**src/rtl/full_st0_tap_sched_pkg.sv**
```systemverilog
// Shared types for the stage-0 tap memory write scheduler: tap word format,
// FSM state encoding, phase count and the phase wrap helper.
package full_st0_tap_sched_pkg;

  typedef struct packed {
    logic [23:0] mantissa;
    logic [7:0]  exponent;
  } float_24_8;

  typedef enum logic [1:0] {
    TAP_SCHED_IDLE = 2'd0,
    TAP_SCHED_LOAD = 2'd1,
    TAP_SCHED_ERR  = 2'd2
  } tap_sched_state_e;

  typedef enum logic {
    TAP_SRC_LOAD = 1'b0,
    TAP_SRC_ERR  = 1'b1
  } tap_src_e;

  localparam int TAP_PHASES  = 4;
  localparam int PHASE_WIDTH = $clog2(TAP_PHASES);

  function automatic logic [PHASE_WIDTH-1:0] next_phase(input logic [PHASE_WIDTH-1:0] phase);
    if (phase == PHASE_WIDTH'(TAP_PHASES - 1)) begin
      return {PHASE_WIDTH{1'b0}};
    end else begin
      return phase + PHASE_WIDTH'(1);
    end
  endfunction

endpackage

```
**src/rtl/full_st0_tap_sched_if.sv**
```systemverilog
// Valid/ready word stream feeding the tap scheduler (one instance per requester).
interface full_st0_tap_sched_if #(
  parameter int DATA_WIDTH = 32
) ();
  logic                  vld;
  logic                  rdy;
  logic [DATA_WIDTH-1:0] data;

  modport master (output vld, output data, input rdy);
  modport slave  (input vld, input data, output rdy);
endinterface

```
**src/rtl/full_st0_tap_sched_burst_counter.sv**
```systemverilog
// Per-requester burst position: sub-address within the burst and tap phase,
// which advances once per completed burst and wraps after the last phase.
module full_tap_burst_counter
  import full_st0_tap_sched_pkg::*;
#(
  parameter int LEN_WIDTH = 3
) (
  input  logic                   clk,
  input  logic                   reset,
  input  logic                   clear,
  input  logic                   advance,
  input  logic [LEN_WIDTH-1:0]   len,
  output logic [LEN_WIDTH-1:0]   sub_addr,
  output logic [PHASE_WIDTH-1:0] phase,
  output logic                   last
);

  logic [LEN_WIDTH-1:0]   sub_addr_r;
  logic [PHASE_WIDTH-1:0] phase_r;

  assign sub_addr = sub_addr_r;
  assign phase    = phase_r;
  assign last     = (sub_addr_r == len);

  // Sub-address and phase state; advance has priority over the grant-time clear.
  always_ff @(posedge clk) begin
    if (reset) begin
      sub_addr_r <= {LEN_WIDTH{1'b0}};
      phase_r    <= {PHASE_WIDTH{1'b0}};
    end else if (advance) begin
      if (last) begin
        sub_addr_r <= {LEN_WIDTH{1'b0}};
        phase_r    <= next_phase(phase_r);
      end else begin
        sub_addr_r <= sub_addr_r + LEN_WIDTH'(1);
      end
    end else if (clear) begin
      sub_addr_r <= {LEN_WIDTH{1'b0}};
    end
  end

endmodule

```
**src/rtl/full_st0_tap_sched.sv**
```systemverilog
// Burst scheduler sharing the stage-0 tap memory write port between the tap
// loader and the error-feedback writer. Define FULL_TAP_SCHED_RR_EN for
// round-robin arbitration; otherwise the error stream has fixed priority.
module full_st0_tap_sched
  import full_st0_tap_sched_pkg::*;
#(
  parameter int DATA_WIDTH = 32,
  parameter int LEN_WIDTH  = 3
) (
  input  logic                   clk,
  input  logic                   reset,
  input  logic [LEN_WIDTH-1:0]   load_length,
  input  logic                   mem_hold,
  full_st0_tap_sched_if.slave    load_if,
  full_st0_tap_sched_if.slave    err_if,
  output logic                   mem_wr_en,
  output logic [LEN_WIDTH+1:0]   mem_addr,
  output logic [DATA_WIDTH-1:0]  mem_wr_data,
  output logic                   mem_wr_src,
  output logic                   burst_done,
  output logic [1:0]             load_phase,
  output logic [1:0]             err_phase,
  output logic                   sched_busy
);

  tap_sched_state_e       state_r, state_s;
  logic [LEN_WIDTH-1:0]   len_q_r;
  logic                   grant_s, grant_err_s, pick_err_s;
  logic                   load_xfer_s, err_xfer_s;
  logic [LEN_WIDTH-1:0]   load_sub_s, err_sub_s;
  logic [PHASE_WIDTH-1:0] load_phase_s, err_phase_s;
  logic                   load_last_s, err_last_s;
  logic                   mem_wr_en_r, mem_wr_src_r, burst_done_r, sched_busy_r;
  logic [LEN_WIDTH+1:0]   mem_addr_r;
  logic [DATA_WIDTH-1:0]  mem_wr_data_r;

  assign load_if.rdy = (state_r == TAP_SCHED_LOAD) & ~mem_hold;
  assign err_if.rdy  = (state_r == TAP_SCHED_ERR) & ~mem_hold;
  assign load_xfer_s = load_if.vld & load_if.rdy;
  assign err_xfer_s  = err_if.vld & err_if.rdy;

`ifdef FULL_TAP_SCHED_RR_EN
  logic last_err_r;
  // On a tie the requester that did not win the previous grant goes next.
  assign pick_err_s = err_if.vld & (~load_if.vld | ~last_err_r);

  // Remembers the owner of the most recent grant.
  always_ff @(posedge clk) begin
    if (reset) begin
      last_err_r <= 1'b0;
    end else if (grant_s) begin
      last_err_r <= grant_err_s;
    end
  end
`else
  assign pick_err_s = err_if.vld;
`endif

  // Next-state logic: grant one requester from IDLE, release after the last word.
  always_comb begin
    state_s     = state_r;
    grant_s     = 1'b0;
    grant_err_s = 1'b0;
    case (state_r)
      TAP_SCHED_IDLE: begin
        if (!mem_hold && (load_if.vld || err_if.vld)) begin
          grant_s     = 1'b1;
          grant_err_s = pick_err_s;
          state_s     = pick_err_s ? TAP_SCHED_ERR : TAP_SCHED_LOAD;
        end else begin
          state_s = TAP_SCHED_IDLE;
        end
      end
      TAP_SCHED_LOAD: begin
        if (load_xfer_s && load_last_s) begin
          state_s = TAP_SCHED_IDLE;
        end else begin
          state_s = TAP_SCHED_LOAD;
        end
      end
      TAP_SCHED_ERR: begin
        if (err_xfer_s && err_last_s) begin
          state_s = TAP_SCHED_IDLE;
        end else begin
          state_s = TAP_SCHED_ERR;
        end
      end
      default: state_s = TAP_SCHED_IDLE;
    endcase
  end

  // FSM state and the burst length captured at grant.
  always_ff @(posedge clk) begin
    if (reset) begin
      state_r <= TAP_SCHED_IDLE;
      len_q_r <= {LEN_WIDTH{1'b0}};
    end else begin
      state_r <= state_s;
      if (grant_s) begin
        len_q_r <= load_length;
      end
    end
  end

  full_tap_burst_counter #(.LEN_WIDTH(LEN_WIDTH)) u_load_cnt (
    .clk      (clk),
    .reset    (reset),
    .clear    (grant_s & ~grant_err_s),
    .advance  (load_xfer_s),
    .len      (len_q_r),
    .sub_addr (load_sub_s),
    .phase    (load_phase_s),
    .last     (load_last_s)
  );

  full_tap_burst_counter #(.LEN_WIDTH(LEN_WIDTH)) u_err_cnt (
    .clk      (clk),
    .reset    (reset),
    .clear    (grant_s & grant_err_s),
    .advance  (err_xfer_s),
    .len      (len_q_r),
    .sub_addr (err_sub_s),
    .phase    (err_phase_s),
    .last     (err_last_s)
  );

  // Registered write port; address uses the pre-increment phase and sub-address.
  always_ff @(posedge clk) begin
    if (reset) begin
      mem_wr_en_r   <= 1'b0;
      burst_done_r  <= 1'b0;
      mem_addr_r    <= {(LEN_WIDTH+2){1'b0}};
      mem_wr_data_r <= {DATA_WIDTH{1'b0}};
      mem_wr_src_r  <= TAP_SRC_LOAD;
      sched_busy_r  <= 1'b0;
    end else begin
      mem_wr_en_r  <= load_xfer_s | err_xfer_s;
      burst_done_r <= (load_xfer_s & load_last_s) | (err_xfer_s & err_last_s);
      sched_busy_r <= (state_s != TAP_SCHED_IDLE);
      if (err_xfer_s) begin
        mem_addr_r    <= {err_phase_s, err_sub_s};
        mem_wr_data_r <= err_if.data;
        mem_wr_src_r  <= TAP_SRC_ERR;
      end else if (load_xfer_s) begin
        mem_addr_r    <= {load_phase_s, load_sub_s};
        mem_wr_data_r <= load_if.data;
        mem_wr_src_r  <= TAP_SRC_LOAD;
      end
    end
  end

  assign mem_wr_en   = mem_wr_en_r;
  assign burst_done  = burst_done_r;
  assign mem_addr    = mem_addr_r;
  assign mem_wr_data = mem_wr_data_r;
  assign mem_wr_src  = mem_wr_src_r;
  assign sched_busy  = sched_busy_r;
  assign load_phase  = load_phase_s;
  assign err_phase   = err_phase_s;

endmodule

```
**src/flat_wrapper.sv**
```systemverilog
// flat-port wrapper written by rule: the top's interface ports become plain ports
module full_st0_tap_sched_flat import full_st0_tap_sched_pkg::*;
#(
  parameter int DATA_WIDTH = 32,
  parameter int LEN_WIDTH  = 3
)
  (clk, reset, load_length, mem_hold, mem_wr_en, mem_addr, mem_wr_data, mem_wr_src, burst_done, load_phase, err_phase, sched_busy, load_if_vld, load_if_data, load_if_rdy, err_if_vld, err_if_data, err_if_rdy);
  full_st0_tap_sched_if #(.DATA_WIDTH(DATA_WIDTH)) load_if_i ();
  full_st0_tap_sched_if #(.DATA_WIDTH(DATA_WIDTH)) err_if_i ();
  input  logic clk;
  input  logic reset;
  input  logic [LEN_WIDTH-1:0] load_length;
  input  logic mem_hold;
  output logic mem_wr_en;
  output logic [LEN_WIDTH+1:0] mem_addr;
  output logic [DATA_WIDTH-1:0] mem_wr_data;
  output logic mem_wr_src;
  output logic burst_done;
  output logic [1:0] load_phase;
  output logic [1:0] err_phase;
  output logic sched_busy;
  input wire logic [$bits(load_if_i.vld)-1:0] load_if_vld;
  input wire logic [$bits(load_if_i.data)-1:0] load_if_data;
  output wire logic [$bits(load_if_i.rdy)-1:0] load_if_rdy;
  input wire logic [$bits(err_if_i.vld)-1:0] err_if_vld;
  input wire logic [$bits(err_if_i.data)-1:0] err_if_data;
  output wire logic [$bits(err_if_i.rdy)-1:0] err_if_rdy;
  assign load_if_i.vld = load_if_vld;
  assign load_if_i.data = load_if_data;
  assign load_if_rdy = load_if_i.rdy;
  assign err_if_i.vld = err_if_vld;
  assign err_if_i.data = err_if_data;
  assign err_if_rdy = err_if_i.rdy;
  full_st0_tap_sched #(.DATA_WIDTH(DATA_WIDTH), .LEN_WIDTH(LEN_WIDTH)) u_core (.clk(clk), .reset(reset), .load_length(load_length), .mem_hold(mem_hold), .load_if(load_if_i), .err_if(err_if_i), .mem_wr_en(mem_wr_en), .mem_addr(mem_addr), .mem_wr_data(mem_wr_data), .mem_wr_src(mem_wr_src), .burst_done(burst_done), .load_phase(load_phase), .err_phase(err_phase), .sched_busy(sched_busy));
endmodule
```
**config.mk**
```make
export PLATFORM = sky130hd
export DESIGN_NAME = full_st0_tap_sched_flat
export DESIGN_NICKNAME = d
export VERILOG_FILES = /design/src/rtl/full_st0_tap_sched_pkg.sv /design/src/rtl/full_st0_tap_sched_if.sv /design/src/rtl/full_st0_tap_sched_burst_counter.sv /design/src/rtl/full_st0_tap_sched.sv /design/src/flat_wrapper.sv
export SDC_FILE = /design/constraint.sdc
export NUM_CORES = 1
export LEC_CHECK = 0
export ABC_AREA = 1
export CAP_MARGIN = 0
export CORE_UTILIZATION = 47
export CTS_CLUSTER_DIAMETER = 120
export DETAILED_ROUTE_END_ITERATION = 7
export HOLD_SLACK_MARGIN = 0.15
export PLACE_DENSITY = 0.85
export SYNTH_ARGS = -nofsm -noshare
export SYNTH_HDL_FRONTEND = slang
export SYNTH_HIERARCHICAL = 1
export SYNTH_SLANG_ARGS = --single-unit
```
**constraint.sdc**
```tcl
create_clock -name clk -period 2.36 [get_ports clk]
set_clock_uncertainty 0.15 [all_clocks]
set_input_delay 0.236 -clock clk [delete_from_list [all_inputs] [get_ports clk]]
set_output_delay 0.236 -clock clk [all_outputs]
set_load 0.05 [all_outputs]
```
==> impl_results.md <==
- Syn Nets: 548
- Status: completed
- Hold_buf cts: 0
- Fillers: 527
- Area after DPL: 4200 um^2
- CTS sink cnt: 56
- Largest delay share family, worst path: buffers and inverters
- Post-cts gate resize count: 0
- Max_cap viols: 0
- Port Buffers: 118
- RSZ-0062 raised after global routing: no
- Worst relative slew slack: 56.5%
- Total gr overflow: 0
- Worst Hold Class: flop to flop
- Pwr Total: 2.19 mW
- Slew Viols, Final: 0
- Total die area: 6770 um^2
- Worst-Margin Slew: 652 ps
- CP Buf/Inv Count: 1
- CP required: 1970 ps
- CTS tree: built
- Final Cell Area: 4310 um^2
- GRT Total Usage: 23.5%
- Critical Path Start Type: flop
- Post-Route WL: 7.89 mm
- Number of synthesized flops with an enable pin: 0
- DR pass1 iterations: 4
- Total CTS buffers: 5
- Cell at the slowest stage of the critical path: clkdlybuf4s50_1
- CP max stage delay: 830 ps
- Fmax: 515 MHz
- Netlist cell types: 21
- Remaining antenna violation count: 0
- Commonest register cell after synthesis: dfxtp_1
- Longest Clk Path Bufs: 2
- PwrDens: 509 nW/um^2
- H-tree level count: 2
- Syn Std Cell Area: 3030 um^2
- Pleak: 2.06 nW
- Via Count: 3,225
- DRC viols: 0
- Pin count of the biggest net entering global routing: 44
- First-pass GRT wire length: 12.4 mm
- Final setup vio count: 0
- Register area share after synthesis: 37.0%
- CTS Root Buffer Type: clkbuf_8
- Synth top area cells: dfxtp_1 37%, nand2_1 19%, nor2_1 11%, nand3b_1 9.2%, nand3_1 7.4%
- Period utilization: 82.3%
- CTS clk-pin slew, worst paths: 110 ps
- DP HPWL: 5.36 mm
- Row count: 28
- DRT iter0 DRCs: 128
- Crit path cell chain: clkdlybuf4s50_1
- WHS: 334 ps
- Core Region: 6060 um^2
- WL per Instance: 12.1 um
- Vias per cell: 4.95
- Initial Util: 50.0%
- Post-Synthesis Cells: 472
- Ant. Diodes: 0
- Period minus WS final: 1940 ps
- Hold Vio Cnt, Final: 0
- Post-synth ARST share: 0%
- Worst-Skew Late Latency: 310 ps
- Area grow syn2layout: 42.3%
- Antenna violations before repair: 0
- Count of state elements after synthesis: 56
- Ports: 119
- TNS Setup: 0 ps
- Layout Utilization: 71.1%
- CP max FO: 5
- Synth top area share: 37.0%
- Die Height: 82.3 um
- Post-CTS setup buffers: 0
- Routability cong.: 0.833
- Crit path DAT: 1560 ps
- Die X: 82.3 um
- Share of layout cells above drive strength 1: 3.99%
- Worst Setup Path Type: flop to output port
- Ys Warns: 6
- Synth area leader: dfxtp_1
- Critical Path End Type: output port
- Post-Syn Area per Cell: 6.42 um^2
- Nets: 652
- VDD IR-drop max: 0.259 mV
- Vias in the first global route: 2,851
flip-flops by register name, summed over array words and instances (netlist names), 2 cells and up:
signal	cells
u_core/u_load_cnt/phase	2
u_core/mem_wr_data	32
u_core/mem_addr	5
u_core/u_load_cnt/sub_addr	3
u_core/state_r	2
u_core/u_err_cnt/sub_addr	3
u_core/len_q_r	3
u_core/u_err_cnt/phase	2
kinds of logic (layout without fill, tap and decap cells):
group                    Yosys count  count (layout)  synth area share (%)
adder cells (fa/ha/maj)            4               4                  1.65
buffers and inverters             62             167                  9.66
AND/OR/NAND/NOR                  329             329                  47.7
AO/OA/AOI/OAI                     17              17                  2.81
flip-flops                        56              56                  37.0
XOR/XNOR                           4               4                  1.16
through the flow:
stage	std cells	setup WS (ps)
floorplan	472	539
global placement	644	348
detailed placement	644	268
CTS	652	394
global route	652	366
finish	652	418
placed cells by master, fill, tap and decap left out, drive strengths merged, types with 2 or more instances in the layout:
master	Yosys	routed
nand2	151	151
clkdlybuf4s50	0	116
nor2	91	91
dfxtp	56	56
nand3	45	45
nand3b	37	37
inv	34	34
a21oi	11	11
buf	22	9
o21ai	6	6
clkbuf	6	5
nand4	4	4
ha	4	4
xnor2	2	2
xor2	2	2
layout make-up:
| class | count | area, um^2 | area share, % |
|---|---|---|---|
| clock buffers | 5 | 68.8 | 1.60 |
| multi-input cells | 354 | 1620 | 37.5 |
| flip-flops and latches | 56 | 1120 | 26.0 |
| repair buffers | 125 | 1240 | 28.8 |
| inverters | 34 | 128 | 2.96 |
| well taps | 75 | 93.8 | 2.18 |
| clock inverters | 3 | 42.5 | 0.987 |
report_power, final:
group          internal, mW  switching, mW  leakage, nW
sequential            0.987         0.0260        0.455
combinational         0.245          0.314         1.55
clock                 0.314          0.306       0.0541
total                  1.55          0.647         2.06
layer usage:
metal | vias up | share of wire [%] | GRT usage [%]
li1 | 1679 | - | -
met1 | 1427 | 41 | 26.3
met2 | 113 | 49 | 43.6
met3 | 6 | 8.7 | 5.05
met4 | 0 | 0.96 | 8.42
met5 | - | 0 | 0
synthesized netlist by cell type, types with 2 or more instances:
library cell / number
nand2_1: 150
nor2_1: 90
dfxtp_1: 56
nand3_1: 45
nand3b_1: 37
inv_1: 30
buf_2: 12
a21oi_1: 11
clkbuf_1: 6
o21ai_0: 6
buf_4: 4
buf_6: 4
ha_1: 4
inv_2: 4
nand4_1: 4
buf_1: 2
xnor2_1: 2
xor2_1: 2
path summary, 6_finish.rpt:
| path | from | end | slack (ps) | depth (start not counted) |
|---|---|---|---|---|
| setup reg to reg | u_core/state_r[0] | u_core/mem_wr_data[9] | 720 | 6 |
| setup / recovery | u_core/u_err_cnt/phase[0] | err_phase[0] | 420 | 1 |
| hold reg to reg | u_core/mem_wr_src | u_core/mem_wr_src | 330 | 2 |
| hold / removal | u_core/mem_wr_src | u_core/mem_wr_src | 330 | 2 |
No activity file was read; power rests on OpenSTA's default activity.
